File: config.mk
export PLATFORM = sky130hd
export DESIGN_NAME = step_dispatch
export DESIGN_NICKNAME = d
export VERILOG_FILES = /design/src/rtl/step_pkg.sv /design/src/rtl/step_watchdog.sv /design/src/rtl/step_dispatch.sv
export SDC_FILE = /design/constraint.sdc
export NUM_CORES = 1
export LEC_CHECK = 0
export BUFFER_PORTS_ARGS = -buffer_cell sky130_fd_sc_hd__buf_2
export CAP_MARGIN = 40
export CORE_ASPECT_RATIO = 0.75
export CORE_MARGIN = 10
export CORE_UTILIZATION = 45
export DETAILED_ROUTE_END_ITERATION = 10
export HOLD_SLACK_MARGIN = 0.06
export PLACE_DENSITY = 0.81
export RECOVER_POWER = 50
export SLEW_MARGIN = 20
export SYNTH_ARGS = -nofsm -noshare
export SYNTH_HDL_FRONTEND = slang
export SYNTH_HIERARCHICAL = 1
export SYNTH_SLANG_ARGS = --single-unit
File: constraint.sdc
create_clock -name clk -period 1.8 [get_ports clk]
set_input_delay 0.27 -clock clk [delete_from_list [all_inputs] [get_ports clk]]
set_output_delay 0.27 -clock clk [all_outputs]
set_load 0.01 [all_outputs]
File: src/rtl/step_pkg.sv
// ============================================================================
// step_pkg : shared FSM state type and default widths for step_dispatch
// Rev 1.0  : initial release
// ============================================================================
`default_nettype none

package step_pkg;

  localparam int STEP_DATA_W = 8;
  localparam int STEP_CNT_W  = 4;

  typedef enum logic [1:0] {
    S_IDLE   = 2'd0,
    S_ISSUE  = 2'd1,
    S_WAIT   = 2'd2,
    S_RESULT = 2'd3
  } state_e;

endpackage

`default_nettype wire

File: src/rtl/step_watchdog.sv
// ============================================================================
// step_watchdog : saturating cycle counter with clear, enable and limit hit
// Rev 1.0       : initial release
// ============================================================================
`default_nettype none

module step_watchdog #(
  parameter int LIMIT = 15
) (
  input  logic clk,
  input  logic rst_n,
  input  logic clr_i,
  input  logic en_i,
  output logic hit_o
);

  localparam int CW = (LIMIT < 2) ? 1 : $clog2(LIMIT + 1);
  localparam logic [CW-1:0] LAST = CW'(LIMIT - 1);

  logic [CW-1:0] cnt_q;
  logic [CW-1:0] cnt_d;

  always_comb begin
    cnt_d = cnt_q;
    if (clr_i) begin
      cnt_d = '0;
    end else if (en_i && (cnt_q != LAST)) begin
      cnt_d = cnt_q + 1'b1;
    end
  end

  always_ff @(posedge clk) begin
    if (!rst_n) begin
      cnt_q <= '0;
    end else begin
      cnt_q <= cnt_d;
    end
  end

  // Fires during the LIMIT-th enabled cycle so the caller leaves on that edge.
  assign hit_o = en_i && (cnt_q == LAST);

endmodule

`default_nettype wire

File: src/rtl/step_dispatch.sv
// ============================================================================
// step_dispatch : iterates a job through a start/done step unit count times
// Optional      : STEP_TIMEOUT_EN adds a WAIT watchdog that aborts with res_err
// Rev 1.0       : initial release
// ============================================================================
`default_nettype none

module step_dispatch
  import step_pkg::*;
#(
  parameter int DATA_W      = STEP_DATA_W,
  parameter int CNT_W       = STEP_CNT_W,
  parameter int TIMEOUT_CYC = 15
) (
  input  logic              clk,
  input  logic              rst_n,
  input  logic              job_valid,
  output logic              job_ready,
  input  logic [DATA_W-1:0] job_data,
  input  logic [CNT_W-1:0]  job_count,
  output logic              step_start,
  output logic [DATA_W-1:0] step_in_data,
  input  logic [DATA_W-1:0] step_out_data,
  input  logic              step_done,
  output logic              res_valid,
  input  logic              res_ready,
  output logic [DATA_W-1:0] res_data,
  output logic              res_err,
  output logic              busy
);

  localparam logic [CNT_W-1:0] CNT_ONE = CNT_W'(1);

  state_e             state_q;
  logic               job_ready_q;
  logic               step_start_q;
  logic               res_valid_q;
  logic               busy_q;
  logic [DATA_W-1:0]  acc_q;
  logic [CNT_W-1:0]   rem_q;

`ifdef STEP_TIMEOUT_EN
  logic res_err_q;
  logic wd_hit;

  step_watchdog #(
    .LIMIT (TIMEOUT_CYC)
  ) u_watchdog (
    .clk   (clk),
    .rst_n (rst_n),
    .clr_i (state_q != S_WAIT),
    .en_i  ((state_q == S_WAIT) && !step_done),
    .hit_o (wd_hit)
  );

  assign res_err = res_err_q;
`else
  assign res_err = 1'b0;
`endif

  always_ff @(posedge clk) begin
    if (!rst_n) begin
      state_q      <= S_IDLE;
      job_ready_q  <= 1'b1;
      step_start_q <= 1'b0;
      res_valid_q  <= 1'b0;
      busy_q       <= 1'b0;
      acc_q        <= '0;
      rem_q        <= '0;
`ifdef STEP_TIMEOUT_EN
      res_err_q    <= 1'b0;
`endif
    end else begin
      step_start_q <= 1'b0;
      case (state_q)
        S_IDLE: begin
          if (job_valid) begin
            acc_q       <= job_data;
            rem_q       <= job_count;
            job_ready_q <= 1'b0;
            busy_q      <= 1'b1;
            if (job_count == '0) begin
              state_q     <= S_RESULT;
              res_valid_q <= 1'b1;
            end else begin
              state_q      <= S_ISSUE;
              step_start_q <= 1'b1;
            end
          end
        end
        S_ISSUE: begin
          state_q <= S_WAIT;
        end
        S_WAIT: begin
          if (step_done) begin
            acc_q <= step_out_data;
            rem_q <= rem_q - CNT_ONE;
            if (rem_q == CNT_ONE) begin
              state_q     <= S_RESULT;
              res_valid_q <= 1'b1;
            end else begin
              state_q      <= S_ISSUE;
              step_start_q <= 1'b1;
            end
          end
`ifdef STEP_TIMEOUT_EN
          // acc keeps the last good value; remaining iterations are dropped.
          else if (wd_hit) begin
            state_q     <= S_RESULT;
            res_valid_q <= 1'b1;
            res_err_q   <= 1'b1;
          end
`endif
        end
        S_RESULT: begin
          if (res_ready) begin
            state_q     <= S_IDLE;
            res_valid_q <= 1'b0;
            job_ready_q <= 1'b1;
            busy_q      <= 1'b0;
`ifdef STEP_TIMEOUT_EN
            res_err_q   <= 1'b0;
`endif
          end
        end
        default: state_q <= S_IDLE;
      endcase
    end
  end

  // acc is only written in IDLE and WAIT, so it is stable through ISSUE and RESULT.
  assign job_ready    = job_ready_q;
  assign step_start   = step_start_q;
  assign step_in_data = acc_q;
  assign res_valid    = res_valid_q;
  assign res_data     = acc_q;
  assign busy         = busy_q;

endmodule

`default_nettype wire
# --- After elaboration in Yosys (flattened, before gate mapping) ---
# Index checks and enable logic that the tools add are counted.
totals:
  input_bits: 25
  out_inout_bits: 21
  wordCells: 54
  regBits: 18
classes:
  eq_ne: 9
  n_addsub: 1
  n_reduce_logical: 9
  muxes: 28
op_table:
  columns: ["cell", "count"]
  rows:
  - ["8-bit 2-to-1 mux", 2]
  - ["8-bit case mux with 2 select lines", 1]
  - ["1-bit 2-to-1 mux", 12]
  - ["2-bit 2-to-1 mux", 5]
  - ["2-bit != test, second input constant", 5]
  - ["3-bit AND reduction", 3]
  - ["4-bit 2-to-1 mux", 2]
  - ["2-bit case mux with 4 select lines", 1]
  - ["4-bit case mux with 2 select lines", 1]
  - ["1-bit case mux with 2 select lines", 3]
  - ["6-bit AND reduction", 1]
  - ["2-bit equality test, second input constant", 2]
  - ["4-bit by 1-bit equality test with 1-bit output, second input constant", 1]
  - ["4-bit logical NOT", 1]
  - ["2-bit nonzero test", 2]
  - ["4-bit by 1-bit subtractor with 4-bit output, second input constant", 1]
  - ["1-bit case mux with 3 select lines", 1]
  - ["3-bit nonzero test", 1]
  - ["2-bit by 1-bit equality test with 1-bit output, second input constant", 1]
  - ["2-bit logical NOT", 1]

# --- Logic depth before layout (Yosys ltp) ---
# Gate-level depths: netlist (run 1).
depth:
  ltp_word: 4
  depth_mapped: 5
  depth_no_buf: 5

# --- Worst setup path before layout (run 1) ---
# OpenSTA, ideal clock, no wires.
synth_path:
  kind: "register to register"
  start: "reg state_q[0]"
  end: "reg acc_q[1], in the netlist res_data[1]"
  setup_ns: 0.116
  t_required_ns: 1.684
  path_slack_ns: 0.340
  t_arrival_ns: 1.344
  path_buffers: 2
  path_stages_with_launch: 6
  period_less_slack_ns: 1.460
  path_cell_list: "dfxtp_1 > buf_2 > nand2b_1 > buf_2 > mux2_2 > o211a_1"
synth_between:
  elab_chain_cells: 3
  word_cells_on_any_way: 7
  cone_classes: "eq/ne (3); mux (1); reduce/logical (3)"
synth_rtl:
  columns: ["item", "line_no", "source"]
  rows:
  - ["start, declared", "step_dispatch.sv:34", "state_e state_q;"]
  - ["start signal, assigned", "step_dispatch.sv:63", "state_q <= S_IDLE;"]
  - ["start signal, assigned", "step_dispatch.sv:83", "state_q <= S_RESULT;"]
  - ["start signal, assigned", "step_dispatch.sv:86", "state_q <= S_ISSUE;"]
  - ["2-bit equality test / 2-bit logical NOT (equally long branches)", "step_dispatch.sv:75", "case (state_q)"]
  - ["2-bit != test (no source line) / 2-bit nonzero test (equally long branches)", null, null]
  - ["3-bit AND reduction (no source line)", null, null]
  - ["end signal, assigned", "step_dispatch.sv:78", "acc_q <= job_data;"]
  - ["end signal, assigned", "step_dispatch.sv:96", "acc_q <= step_out_data;"]
  - ["end, declared", "step_dispatch.sv:39", "logic [DATA_W-1:0] acc_q;"]
# Several ways; a longest one is shown, not always the timed one.
# A chain may end at the register's enable or synchronous reset.

# --- Final worst setup path (run 1) ---
layout_path:
  start: "reg state_q[1]"
  end: "reg rem_q[0]"
layout_between:
  elab_chain_cells: 3
  word_cells_on_any_way: 7
  cone_classes: "eq/ne (3); mux (1); reduce/logical (3)"
layout_rtl:
  columns: ["item", "line_no", "source"]
  rows:
  - ["2-bit equality test / 2-bit logical NOT (equally long branches)", "step_dispatch.sv:75", null]
  - ["2-bit != test (no source line) / 2-bit nonzero test (equally long branches)", null, null]
  - ["3-bit AND reduction (no source line)", null, null]
  - ["end signal, assigned", "step_dispatch.sv:79", "rem_q <= job_count;"]
  - ["end signal, assigned", "step_dispatch.sv:97", "rem_q <= rem_q - CNT_ONE;"]
  - ["end, declared", "step_dispatch.sv:40", "logic [CNT_W-1:0] rem_q;"]
# Several ways; a longest one is shown, not always the timed one.

==> impl_summary.log, run 1 <==
INFO  metric run_status = complete, no violations
INFO  metric fin_worst_hold_slack = 274.5 ps
INFO  metric detailedRoute.firstPassIterationCount = 4
INFO  metric wire_length_of_the_first_global_routing_pass = 4685 µm
INFO  metric area_growth = 19.47%
INFO  metric ys_async_sr_fraction = 0
INFO  metric synth.yosys.seq_area_share = 0.3441
INFO  metric effective_utilization_at_floorplan = 0.4650
INFO  metric worst_ir_drop_vdd = 0.0003701 V
INFO  metric final.period_utilization = 0.8466
INFO  metric vias_per_cell = 5.557
INFO  metric chipWidth = 75.71 µm
INFO  metric static-leakage-power = 0.5803 nW
INFO  metric gr-total-overflow = 0
INFO  metric port_buffers = 44
INFO  metric fin_skew = 4.517 ps
INFO  metric most_used_cells_in_the_layout_excluding_fill_and_tap_cells = sky130_fd_sc_hd__buf_2 (25), sky130_fd_sc_hd__clkbuf_1 (19), sky130_fd_sc_hd__dfxtp_1 (18)
INFO  metric drt_wl_total = 2800 µm
INFO  metric synth_fa_ha_area_frac = 0.02389
INFO  metric cap_viol_max_count = 0
INFO  metric synthesis.nets = 142
INFO  metric worst_setup_hold_path_clk_slew = 100 ps
INFO  metric cpMaxStageDelayCell = sky130_fd_sc_hd__dfxtp_1
INFO  metric data_arrival_critical_path = 1760 ps
INFO  metric initial_antenna_violation_count = 0
INFO  metric number_of_global_route_vias_before_repair = 1,019
INFO  metric place_inst = 172
INFO  metric dominant_combinational_cell_family_by_area_after_synthesis = compound AO/OA/AOI/OAI gates
INFO  metric root_buffer = sky130_fd_sc_hd__clkbuf_4
INFO  metric clock_sink_count = 18
INFO  metric crit_type = reg -> reg
INFO  metric wl_per_cell = 15.91 µm
INFO  metric grt_setup_unrepaired = no
INFO  metric cts_tree = yes
INFO  metric final.min_clock_period = 1524 ps
INFO  metric std_cell_rows = 15
INFO  metric synth-xor-area-share = 0
INFO  metric drt_iter0_markers = 100
INFO  metric syn_avg_cell_area = 9.107 µm²
INFO  metric max_slew_margin = 0.6711
INFO  metric synth-compound-area-share = 0.2784
INFO  metric drive_gt1_frac = 0.2914
INFO  metric fp.dieArea = 4677 µm²
INFO  metric finish.instance_area = 1251 µm²
INFO  metric globalRouteTotalUtil = 0.1281
INFO  metric synth_ff_type = sky130_fd_sc_hd__dfxtp_1
INFO  metric setup_total_negative_slack = 0 ps
INFO  metric slowest_delay = 470 ps
INFO  metric total_nets_final = 179
INFO  metric post_synth_and_or_nand_nor_area_fraction = 0.1326
INFO  metric power.density_cell_area = 834.0 nW/µm²
INFO  metric placed_cell_area = 1239 µm²
INFO  metric numCtsBuffers = 3
INFO  metric final_cells = 176
INFO  metric achievable-frequency = 656.2 MHz
INFO  metric synth.lib_cells_used.distinct = 36
INFO  metric crit_path_cell_trace = nand2b_1 -> buf_4 -> or4_1 -> a31oi_1
INFO  metric worstSkewPairLatency = 300 ps
INFO  metric tightestPinTransition = 488.8 ps
INFO  metric io_pins = 46
INFO  metric timing.critical_path.to_type = flip-flop
INFO  metric final_hold_violating_endpoints = 0
INFO  metric postCtsSetupRepairBufs = 0
INFO  metric synth.mux.area_fraction = 0.09558
INFO  metric synth_enable_flop_cells = 0
INFO  metric clk_path_buf_depth = 2
INFO  metric setup.worst_path.start_class = flip-flop
INFO  metric diodes = 0
INFO  metric grt_max_degree = 28
INFO  metric synth-warning-count = 6
INFO  metric most_common_library_cell_in_the_layout_ignoring_fill_and_taps = sky130_fd_sc_hd__buf_2
INFO  metric cts-htree-levels = 1
INFO  metric design.core.area = 2252 µm²
INFO  metric netlist_instances = 115
INFO  metric crit_required = 2040 ps
INFO  metric floorplan.die.height = 61.78 µm
INFO  metric crit_fanout = 10
INFO  metric hp-class = in -> reg
INFO  metric yosys_register_bits = 18
INFO  metric setup_viol_count_final = 0
INFO  metric detail_route.drc_violations = 0
INFO  metric dr_total_vias = 978
INFO  metric postRouteAntennaNets = 0
INFO  metric final_max_slew_viol_count = 0
INFO  metric post-dp-hpwl = 2212 µm
INFO  metric place.gp.congestion = 0.8426
INFO  metric synth_area = 1047 µm²
INFO  metric ctsResizeCount = 0
INFO  metric cts_hold_repair.buffers = 0
[final timing paths]
kind	to	cells past startpoint	slack (ps)	startpoint
min reg2reg	res_valid	2	480	res_valid
max	rem_q[0]	4	280	state_q[1]
max reg2reg	rem_q[0]	4	280	state_q[1]
min	step_start	3	270	step_done
[worst max-delay path: cells and delay by family (launching register included)]
| kind | cells | cell delay (ps) |
|---|---|---|
| DFF | 1 | 470 |
| and+or+nand+nor | 2 | 610 |
| buffers and inverters | 1 | 230 |
| AOI/OAI and AO/OA | 1 | 160 |
[cell families after synthesis]
group	Yosys count
other	1
buffers and inverters	24
adder cells (fa/ha/maj)	2
AND/OR/NAND/NOR	22
AO/OA/AOI/OAI	39
multiplexers	9
flip-flops	18
[state kept, by name, summed over array words and instances, names as in the netlist]
| name | cells |
|---|---|
| state_q | 2 |
| busy | 1 |
| step_start | 1 |
| res_valid | 1 |
| rem_q | 4 |
| job_ready | 1 |
| res_data | 8 |
[per-layer routing]
metal  vias up  routed length (µm)  GRT usage
met1       455                1259     0.1543
met2        37                1303     0.1995
met3         4                 209    0.05556
met4         0                  27    0.04485
li1        482                   -          -
met5         -                   0          0
[area by class of cell]
class	instances	area, µm²
clock buffer	4	36.28
multi-input combinational	73	559.3
tap	25	31.28
sequential	18	360.3
fill	209	1001
inverter	6	22.52
timing repair buffer	50	241.5
[through the flow]
| stage | setup slack [ps] | power (mW) | utilization |
|---|---|---|---|
| floorplan | 339.9 | 0.7100 | - |
| global placement | 342.9 | 0.8028 | 0.5500 |
| detailed placement | 286.7 | 0.8124 | 0.5500 |
| CTS | 262.9 | 1.068 | 0.5661 |
| global route | 184.8 | 1.117 | 0.5556 |
| finish | 276.1 | 1.044 | 0.5556 |
[cells in the mapped netlist, types with 2 or more instances]
cell type,count,share of area
sky130_fd_sc_hd__inv_1,6,0.022
sky130_fd_sc_hd__o32ai_1,2,0.017
sky130_fd_sc_hd__buf_2,3,0.014
sky130_fd_sc_hd__nand2_1,3,0.011
sky130_fd_sc_hd__mux2_2,8,0.086
sky130_fd_sc_hd__clkbuf_1,6,0.022
sky130_fd_sc_hd__nand3_1,2,0.0096
sky130_fd_sc_hd__o211a_1,8,0.076
sky130_fd_sc_hd__o21ai_0,4,0.019
sky130_fd_sc_hd__buf_4,9,0.065
sky130_fd_sc_hd__dfxtp_1,18,0.34
sky130_fd_sc_hd__a21oi_1,7,0.033
sky130_fd_sc_hd__and2_1,2,0.012
sky130_fd_sc_hd__nand2b_1,2,0.012
sky130_fd_sc_hd__or3_1,2,0.012
sky130_fd_sc_hd__o21bai_1,8,0.057
sky130_fd_sc_hd__ha_1,2,0.024
sky130_fd_sc_hd__o31ai_1,2,0.014
sky130_fd_sc_hd__a211oi_1,3,0.022
sky130_fd_sc_hd__nand3b_1,2,0.014
[power by group]
part / switching [mW] / internal, mW / total, mW
Clock: 0.128 / 0.123 / 0.252
Combinational: 0.168 / 0.149 / 0.316
Sequential: 0.0320 / 0.443 / 0.475
Total: 0.328 / 0.716 / 1.04
Power figures use the tool's default switching activity.
==> run 2: changes to the inputs <==
- clock period: 1.8 -> 1.42 ns (I/O delays scaled with it)
==> run 2 against run 1 <==
Against the previous run: power grew 33%; count of clock-buffer cells in the layout is the same; sequential share of layout area shrank 2.0 points; global-route usage shrank 0.18 points; core utilization grew 5.0 points; sequential power grew 28%; register-to-register slack lost 220 ps; largest power group unchanged.
==> impl_summary.log, run 2 (synthesized netlist as in run 1, its figures left out) <==
INFO  metric initial_antenna_violation_count = 0
INFO  metric place.gp.congestion = 0.7885
INFO  metric detail_route.drc_violations = 0
INFO  metric drt_iter0_markers = 115
INFO  metric postRouteAntennaNets = 0
INFO  metric setup_viol_count_final = 0
INFO  metric slowest_delay = 460 ps
INFO  metric grt_setup_unrepaired = yes
INFO  metric vias_per_cell = 5.643
INFO  metric cpMaxStageDelayCell = sky130_fd_sc_hd__or4b_1
INFO  metric port_buffers = 44
INFO  metric crit_required = 1650 ps
INFO  metric grt_max_degree = 18
INFO  metric area_growth = 30.23%
INFO  metric detailedRoute.firstPassIterationCount = 4
INFO  metric drive_gt1_frac = 0.3822
INFO  metric fin_skew = 3.532 ps
INFO  metric worst_ir_drop_vdd = 0.0005452 V
INFO  metric number_of_global_route_vias_before_repair = 1,037
INFO  metric final_max_slew_viol_count = 0
INFO  metric data_arrival_critical_path = 1590 ps
INFO  metric net_load_switching_power = 0.4332 mW
INFO  metric hp-class = in -> reg
INFO  metric largest_reg_flops = 8
INFO  metric timing.critical_path.to_type = flip-flop
INFO  metric std_cell_rows = 15
INFO  metric power_switching_share = 0.3122
INFO  metric drt_wl_total = 2932 µm
INFO  metric crit_fanout = 8
INFO  metric floorplan.die.height = 61.78 µm
INFO  metric fp.dieArea = 4677 µm²
INFO  metric utilization = 0.6056
INFO  metric effective_utilization_at_floorplan = 0.4650
INFO  metric worst_setup_hold_path_clk_slew = 100 ps
INFO  metric final_cells = 182
INFO  metric intPower = 0.9543 mW
INFO  metric multi_input_area = 599.3 µm²
INFO  metric static-leakage-power = 0.6392 nW
INFO  metric seqPwrFrac = 0.439
INFO  metric cts_tree = yes
INFO  metric power.density_cell_area = 1017 nW/µm²
INFO  metric path_delay_family = simple AND/OR/NAND/NOR gates
INFO  metric combinational_cell_fraction_of_total_power = 0.331
INFO  metric total_nets_final = 185
INFO  metric final_hold_violating_endpoints = 0
INFO  metric cts-htree-levels = 1
INFO  metric max_slew_margin = 0.6412
INFO  metric design.core.area = 2252 µm²
INFO  metric wire_length_of_the_first_global_routing_pass = 4588 µm
INFO  metric final.min_clock_period = 1364 ps
INFO  metric cap_viol_max_count = 0
INFO  metric setup.worst_path.start_class = flip-flop
INFO  metric most_common_library_cell_in_the_layout_ignoring_fill_and_taps = sky130_fd_sc_hd__buf_2
INFO  metric post-dp-hpwl = 2268 µm
INFO  metric dr_total_vias = 1,027
INFO  metric clk_path_buf_depth = 2
INFO  metric final.period_utilization = 0.9605
INFO  metric critical_path.n_buffers_inverters = 1
INFO  metric setup_total_negative_slack = 0 ps
INFO  metric crit_type = reg -> reg
INFO  metric chipWidth = 75.71 µm
INFO  metric root_buffer = sky130_fd_sc_hd__clkbuf_4
INFO  metric wl_per_cell = 16.11 µm
INFO  metric run_status = complete, no violations
INFO  metric clkPwrFrac = 0.230
INFO  metric crit_path_cell_trace = buf_6 -> nand2b_4 -> or4b_1 -> a31oi_1
INFO  metric most_used_cells_in_the_layout_excluding_fill_and_tap_cells = sky130_fd_sc_hd__buf_2 (27), sky130_fd_sc_hd__clkbuf_1 (17), sky130_fd_sc_hd__dfxtp_1 (16)
INFO  metric final.fill_count = 203
INFO  metric achievable-frequency = 733.2 MHz
INFO  metric numCtsBuffers = 3
INFO  metric worstSkewPairLatency = 290 ps
INFO  metric clock_sink_count = 18
INFO  metric io_pins = 46
INFO  metric register_area = 365.4 µm²
INFO  metric gr-total-overflow = 0
INFO  metric tightestPinTransition = 533.3 ps
INFO  metric globalRouteTotalUtil = 0.1263
INFO  metric diodes = 0
INFO  metric place_inst = 176
[run 2: cell count changes in the layout (fill, tap and decap cells not counted), sizes merged]
cell / delta
buf: +8
clkbuf: -2
[run 2: through the flow]
| step | power, mW | cell area (µm²) | hold slack, ps | worst slack (ps) |
|---|---|---|---|---|
| after floorplan | 0.9061 | 1057 | 381.9 | 61.29 |
| after global placement | 1.042 | 1289 | 461.2 | 12.99 |
| after detailed placement | 1.061 | 1289 | 471.6 | -21.02 |
| after CTS | 1.390 | 1339 | 202.5 | -1.844 |
| after global routing | 1.471 | 1364 | 200.8 | -28.12 |
| final | 1.388 | 1364 | 213.7 | 56.04 |
[run 2: area by class of cell]
| cell class | count | area share |
|---|---|---|
| multi-input combinational | 73 | 0.4394 |
| sequential | 18 | 0.2679 |
| clock buffer | 4 | 0.02661 |
| inverter | 6 | 0.01651 |
| tap | 25 | 0.02294 |
| timing repair buffer | 56 | 0.2266 |
[run 2: power groups by stage]
| stage | Sequential, mW | Combinational (mW) | Clock, mW |
|---|---|---|---|
| 2_1_floorplan | 0.627 | 0.279 | 0 |
| 3_3_place_gp | 0.610 | 0.433 | 0 |
| 3_5_place_dp | 0.615 | 0.446 | 0 |
| 4_1_cts | 0.606 | 0.455 | 0.329 |
| 5_1_grt | 0.618 | 0.503 | 0.350 |
| 6_report | 0.609 | 0.460 | 0.319 |
[run 2: worst paths after layout]
check | from | to | slack [ps] | cells after the start
max | state_q[1] | rem_q[0] | 60 | 4
min | step_done | step_start | 210 | 3
max reg2reg | state_q[1] | rem_q[0] | 60 | 4
min reg2reg | res_valid | res_valid | 490 | 2
[run 2: per-layer routing]
layer,up-vias,track usage,part of all wire
met3,2,0.05714,0.11
met5,-,0,0
met2,57,0.2068,0.48
li1,494,-,-
met1,474,0.1485,0.41
met4,0,0.02902,0.0041
[run 2: worst min-delay path: stages]
cell,delay [ps]
sky130_fd_sc_hd__buf_2,120
sky130_fd_sc_hd__nand3b_1,70
sky130_fd_sc_hd__a211oi_1,60
[run 2: timing repair]
action / 4_1_cts / 5_1_grt
resized for setup: 4 / 7
setup endpoints to repair: 10 / 12
pin swaps: 1 / 3
hold buffers: 0 / 0
buffers inserted: 0 / 2
